`config.mk`:
```
export PLATFORM = sky130hd
export DESIGN_NAME = uart_byte_fifo
export DESIGN_NICKNAME = d
export VERILOG_FILES = /design/src/rtl/uart_pkg.sv /design/src/rtl/uart_fifo_ram.sv /design/src/rtl/uart_byte_fifo.sv
export SDC_FILE = /design/constraint.sdc
export NUM_CORES = 1
export LEC_CHECK = 0
export ABC_CLOCK_PERIOD_IN_PS = 2840
export CAP_MARGIN = 10
export CELL_PAD_IN_SITES_DETAIL_PLACEMENT = 0
export CELL_PAD_IN_SITES_GLOBAL_PLACEMENT = 1
export CORE_MARGIN = 4
export CORE_UTILIZATION = 29
export CTS_CLUSTER_DIAMETER = 30
export DETAILED_ROUTE_END_ITERATION = 8
export PLACE_DENSITY_LB_ADDON = 0.1
export SYNTH_ARGS = -nofsm -noshare
export SYNTH_HDL_FRONTEND = slang
export SYNTH_SLANG_ARGS = --single-unit
export TNS_END_PERCENT = 50
```
`constraint.sdc`:
```
create_clock -name clk -period 2.84 [get_ports clk]
set_input_delay 0.426 -clock clk [delete_from_list [all_inputs] [get_ports clk]]
set_output_delay 0.426 -clock clk [all_outputs]
set_load 0.02 [all_outputs]
```
`src/rtl/uart_pkg.sv`:
```
// Shared UART constants: byte width and default buffer depth, common to the
// receiver, transmitter and byte FIFO.
package uart_pkg;

  localparam int unsigned UART_DATA_W     = 8;
  localparam int unsigned UART_FIFO_DEPTH = 16;

  typedef logic [UART_DATA_W-1:0] uart_byte_t;

  function automatic int unsigned uart_cnt_w(input int unsigned depth);
    return $clog2(depth) + 1;
  endfunction

endpackage

```
`src/rtl/uart_fifo_ram.sv`:
```
// Byte storage for the UART FIFO: one synchronous write port, one asynchronous
// read port. Contents are intentionally not reset.
module uart_fifo_ram #(
  parameter  int unsigned DEPTH  = 16,
  parameter  int unsigned DATA_W = 8,
  localparam int unsigned AW     = $clog2(DEPTH)
) (
  input  logic              clk,
  input  logic              i_we,
  input  logic [AW-1:0]     i_waddr,
  input  logic [DATA_W-1:0] i_wdata,
  input  logic [AW-1:0]     i_raddr,
  output logic [DATA_W-1:0] o_rdata
);

  logic [DATA_W-1:0] r_mem [DEPTH];

  always_ff @(posedge clk) begin
    if (i_we) r_mem[i_waddr] <= i_wdata;
  end

  assign o_rdata = r_mem[i_raddr];

endmodule

```
`src/rtl/uart_byte_fifo.sv`:
```
// First-word-fall-through byte FIFO between UART receiver and transmitter.
// Define UART_FIFO_STATS_EN to add the saturating drop_count output.
module uart_byte_fifo
  import uart_pkg::*;
#(
  parameter  int unsigned DEPTH  = UART_FIFO_DEPTH,
  parameter  int unsigned DATA_W = UART_DATA_W,
  localparam int unsigned AW     = $clog2(DEPTH),
  localparam int unsigned CW     = $clog2(DEPTH) + 1
) (
  input  logic              clk,
  input  logic              rst_n,
  input  logic [DATA_W-1:0] in_data,
  input  logic              in_valid,
  input  logic              flush,
  output logic [DATA_W-1:0] out_data,
  output logic              out_valid,
  input  logic              out_ready,
  output logic [CW-1:0]     count,
  output logic              full,
  output logic              empty,
  output logic              overflow
`ifdef UART_FIFO_STATS_EN
  ,
  output logic [15:0]       drop_count
`endif
);

  logic [AW-1:0] r_wr_ptr;
  logic [AW-1:0] r_rd_ptr;
  logic [CW-1:0] r_count;
  logic          r_overflow;

  logic w_full;
  logic w_nonempty;
  logic w_pop;
  logic w_push;
  logic w_drop;
  logic w_we;

  assign w_full     = (r_count == CW'(DEPTH));
  assign w_nonempty = (r_count != '0);
  // Pop needs a stored byte, so a push into an empty FIFO never pops that cycle.
  assign w_pop      = w_nonempty && out_ready;
  assign w_push     = in_valid && (!w_full || w_pop);
  assign w_drop     = in_valid && w_full && !w_pop;
  assign w_we       = w_push && !flush;

  uart_fifo_ram #(
    .DEPTH  (DEPTH),
    .DATA_W (DATA_W)
  ) u_ram (
    .clk     (clk),
    .i_we    (w_we),
    .i_waddr (r_wr_ptr),
    .i_wdata (in_data),
    .i_raddr (r_rd_ptr),
    .o_rdata (out_data)
  );

  always_ff @(posedge clk or negedge rst_n) begin
    if (!rst_n) begin
      r_wr_ptr   <= '0;
      r_rd_ptr   <= '0;
      r_count    <= '0;
      r_overflow <= 1'b0;
    end else if (flush) begin
      r_wr_ptr   <= '0;
      r_rd_ptr   <= '0;
      r_count    <= '0;
      r_overflow <= 1'b0;
    end else begin
      if (w_push) r_wr_ptr <= r_wr_ptr + AW'(1);
      if (w_pop)  r_rd_ptr <= r_rd_ptr + AW'(1);
      if (w_push && !w_pop)      r_count <= r_count + CW'(1);
      else if (w_pop && !w_push) r_count <= r_count - CW'(1);
      if (w_drop) r_overflow <= 1'b1;
    end
  end

`ifdef UART_FIFO_STATS_EN
  logic [15:0] r_drop_count;

  always_ff @(posedge clk or negedge rst_n) begin
    if (!rst_n) begin
      r_drop_count <= '0;
    end else if (flush) begin
      r_drop_count <= '0;
    end else if (w_drop && (r_drop_count != '1)) begin
      r_drop_count <= r_drop_count + 16'd1;
    end
  end

  assign drop_count = r_drop_count;
`endif

  assign count     = r_count;
  assign out_valid = w_nonempty;
  assign empty     = !w_nonempty;
  assign full      = w_full;
  assign overflow  = r_overflow;

endmodule

```
# Yosys cells after proc, flatten, opt, wreduce, memory -nomap -nowiden
# Memory sizes are Yosys's and may differ from the RTL's.
# Index checks and enable logic that the tools add are counted.
# totals
ff_bits,14
n_memories,1
latch_bits,0
word_cells,39
rom_bits,0
ram_bits,128
input_bits,13
output_inout_bits,17
# op_classes
shift,0
eq_ne,1
n_mux,11
div,0
n_reduce_logical,18
bitwise,0
order_cmp,0
n_mul,0
n_addsub,4
# memory_table
memory,words,word_bits,read_ports,rd_clocked_by_memory_dff,wr,line,rtl
u_ram.r_mem,16,8,1,0,1,uart_fifo_ram.sv:16,logic [DATA_W-1:0] r_mem [DEPTH];
# ops
op,count
2-to-1 mux 4 bit,4
2-to-1 mux 5 bit,3
adder 4 x 1 -> 4 bit (second input constant),2
logical AND 1 bit,7
nonzero test 2 bit,3
adder 5 x 1 -> 5 bit (second input constant),1
== test 5 bit (second input constant),1
logical NOT 1 bit,5
nonzero test 5 bit,1
subtractor 5 x 1 -> 5 bit (second input constant),1
2-to-1 mux 1 bit,4
nonzero test 3 bit,1
logical OR 1 bit,1

# Depth between registers and ports, before layout
# logic_depth
ltp_word,9
ltp_mapped,9
mapped_depth_nobuf,8

# Hierarchy
# Synthesis repeated with hierarchy kept, for this count alone.
# unflattened
cells_unflattened,309
area_unflattened_um2,5895.7
# modules_own_cells
module,seq_area_each_um2,instances,cells_per_inst,area_per_inst_um2
uart_fifo_ram,3843.7,1,221,4987.3
uart_byte_fifo,350.3,1,88,908.4

# Least setup slack after synthesis
# Ideal clock, no wire load.
# synth_path
path_type,register to register
startpoint,register r_count[1] (netlist: count[1])
endpoint,register r_count[4] (netlist: count[4])
slack_ps,373
path_stages_with_launch,9
required_time_ps,2708
synth_period_minus_slack_ps,2467
t_arrival_ps,2335
path_cell_list,dfrtp_1 -> nor4_4 -> mux2_2 -> inv_1 -> ha_1 -> a21o_1 -> a21oi_1 -> a21boi_0 -> nor3_1
# synth_between
elab_chain_len,7
word_cells_on_any_way,16
classes_between,add/sub: 2; eq/ne: 1; mux: 3; reduce/logical: 10
# synth_rtl
element,line,rtl
start: declaration,uart_byte_fifo.sv:31,logic [CW-1:0] r_count;
start signal: assignment,uart_byte_fifo.sv:75,if (w_push && !w_pop) r_count <= r_count + CW'(1);
start signal: assignment,uart_byte_fifo.sv:76,else if (w_pop && !w_push) r_count <= r_count - CW'(1);
"parallel branches: the longest is 7 deep, another holds subtractor 5 x 1 -> 5 bit",n/a,
# Several ways; the timed one is not identified. The select of a mux whose other input is x is not followed.
# A chain may end at the register's enable or synchronous reset.

# Final worst setup path
# layout_path
startpoint,register r_rd_ptr[0]
endpoint,output port out_data[2]
# layout_between
elab_chain_len,1
# layout_rtl
element,line,rtl
start: declaration,uart_byte_fifo.sv:30,logic [AW-1:0] r_rd_ptr;
start signal: assignment,uart_byte_fifo.sv:74,if (w_pop) r_rd_ptr <= r_rd_ptr + AW'(1);
memory (16 x 8 bit),n/a,
end: declaration,uart_byte_fifo.sv:16,"output logic [DATA_W-1:0] out_data,"
# No other way between the ends.

==> results.toml <==
[run_status]
outcome = "completed"

[route]
dr.pass1.iters = 4
routed_wl_mm = 13.5
vias = 3068
route.detailed.drc = 0
wire_per_inst_um = 20.2
dr.first_iter.drc_count = 169
via_per_inst = 4.61
ant_nets = 0

[placed_design]
gp_congestion = 0.760
dpl-instance-area_sq_mm = 0.00667
pre_cts_slack_ps = 160
port_buffers = 29
numPlacedInstances = 632
hpwlAfterDp_mm = 9.16

[sta]
skew_ps = 8.30
rsz0062_at_grt = "false"
finalWorstSetupSlack_ps = 88.1
setup_viol = 0
slew_viol_final = 0
hold_viol = 0
relSlewSlack = 0.420
post-route-min-period_ps = 2750
fin_setup_tns_ps = 0
fin_crit_sh = 0.969
worst_slew_pin_slew_ps = 866
clock.fmax_mhz = 363

[floorplanning]
die_w_um = 150
pin_count = 30
core_area_sq_mm = 0.0196
start_util = 0.297
fp.dieArea_sq_mm = 0.0224
rows = 51
die_h_um = 150

[global_routing]
grt_max_degree = 36
grt_overflow = 0
grt_pass1_vias = 3397
use_met3 = 0.0394
grt_first_pass_wirelength_mm = 21.1
met1_usage = 0.175
use_met2 = 0.210
track_usage = 0.132
antenna_found_initial = 0
busiest_layer = "met2"

[yosys]
synth_cell_types = 40
yosys-top-cells-count = "edfxtp_1, mux4_2, nor2_1"
synth_edf_count = 128
syn_area_sq_mm = 0.00582
yosysMostFrequentCell = "edfxtp_1"
yosysSeqAreaShare = 0.721
synth_top_cell_area_share = 0.661
synth_seq_cells = 142
yosysWarnings = 0
syn_inst = 319
syn_area_per_cell_sq_um = 18.2
synth_top_cell_by_area = "edfxtp_1"
ys.flop_type = "edfxtp_1"
synth-async-reset-ratio = 0.0986
syn_nets = 342
synth.top_cells.by_area = "edfxtp_1, mux4_2, dfrtp_1, a22oi_1, ha_1"

[cts]
h-tree-depth = 4
cts_tree = "done"
clockBufferDepth = 2
insertion_delay_ps = 410
cts_made_buffers = 17
cts.sinks = 142
clkSlewWorstSetupHoldPaths_ps = 60
root_buffer = "clkbuf_16"

[critical_path]
cp.arrival_ps = 2330
critPathMaxFanout = 14
ff2ff_path_depth = 9
worstPathRequired_ps = 2410
crit_path_end_kind = "primary output"
cp-start-kind = "register"
critPathKind = "reg2out"

[pwr]
p_per_area_mw_per_mm2 = 856
p_total_w = 0.00620
ir_worst_vdd_uv = 457
p_leak_nw = 2.45
seqPwrFrac = 0.394
p_sw_w = 0.00181
intPower_w = 0.00439
pwr-share-clk = 0.332
comb_power_share = 0.274
netSwitchingFraction = 0.292

[layout]
final_cells = 666
fin_area_sq_mm = 0.00724
n_antenna_cell = 0
final_nets = 411
syn_to_final_growth_pct = 24.4
drive_gt1_frac = 0.257

[hold_path]
hp-class = "in2async"

[run]
drv_cap = 0
stage by stage:
step	util	hold slack [ps]
floorplan	-	130
detailed placement	0.340	498
global placement	0.340	491
CTS	0.369	481
global route	0.370	489
finish	0.370	454
logic make-up after synthesis:
family / Yosys count / share of synthesized area
adders and majority gates: 10 / 0.0228
and+or+nand+nor: 68 / 0.0574
buffers and inverters: 19 / 0.0131
muxes: 35 / 0.129
xor gates and xnor gates: 7 / 0.0105
AOI/OAI and AO/OA: 38 / 0.0462
DFF: 142 / 0.721
area by class of cell:
type / instances / area [sq um]
clock buffers: 18 / 429
clock inverters: 14 / 118
fillers: 1867 / 12300
inverters: 5 / 18.8
multi-input cells: 158 / 1550
flip-flops and latches: 142 / 4200
well taps: 265 / 332
repair buffers: 64 / 599
worst max-delay path: stages (launching register included):
cell and delay [ps]:
dfrtp_2 370, buf_12 130, buf_12 170, mux4_2 540, a22oi_1 260, nand2_1 100, dlygate4sd2_1 330
flip-flops by register name, indices dropped and copies added (netlist names):
register	cells
overflow	1
r_rd_ptr	4
count	5
u_ram.r_mem	128
r_wr_ptr	4
worst paths after layout:
| path | start | endpoint | slack [ps] |
|---|---|---|---|
| min | rst_n | r_wr_ptr[1] | 450 |
| max reg2reg | count[1] | count[3] | 440 |
| max | r_rd_ptr[0] | out_data[2] | 90 |
| min in group clk | overflow | overflow | 510 |
| min reg2reg | overflow | overflow | 510 |
| max in group asynchronous | rst_n | r_rd_ptr[0] | 1870 |
layout by cell type (no fill, tap or decap), drive strengths merged, types with 2 or more instances in the layout:
| cell | instances |
|---|---|
| clkdlybuf4s50 | 20 |
| inv | 7 |
| nand3 | 3 |
| xor2 | 5 |
| nor2 | 28 |
| buf | 35 |
| dfrtp | 14 |
| mux4 | 32 |
| mux2i | 2 |
| clkinv | 7 |
| and3 | 2 |
| clkinvlp | 4 |
| nor3 | 4 |
| a21boi | 2 |
| clkbuf | 18 |
| edfxtp | 128 |
| xnor2 | 2 |
| dlygate4sd2 | 8 |
| nor2b | 6 |
| o211ai | 2 |
| a22oi | 16 |
| ha | 9 |
| nand2 | 15 |
| a21oi | 9 |
| o21ai | 5 |
power groups by stage:
stage          registers, W  clock network [W]  logic (W)
3_3_place_gp        0.00251                  0    0.00172
5_1_grt             0.00246            0.00222    0.00187
3_5_place_dp        0.00251                  0    0.00171
2_1_floorplan       0.00248                  0    0.00105
4_1_cts             0.00244            0.00212    0.00175
6_report            0.00244            0.00206    0.00170
metal layers:
metal  vias up  part of all wire
li1       1410                 -
met1      1597              0.47
met2        47              0.49
met3        14             0.031
met4         0             0.014
met5         -                 0
repair_timing:
item,4_1_cts,5_1_grt
setup buffers,2,0
gates resized for setup,9,1
endpoints found under the hold margin,0,0
hold buffers,0,0
endpoints found under the setup margin,8,1
Note: power is estimated with default switching activity, not from simulation.
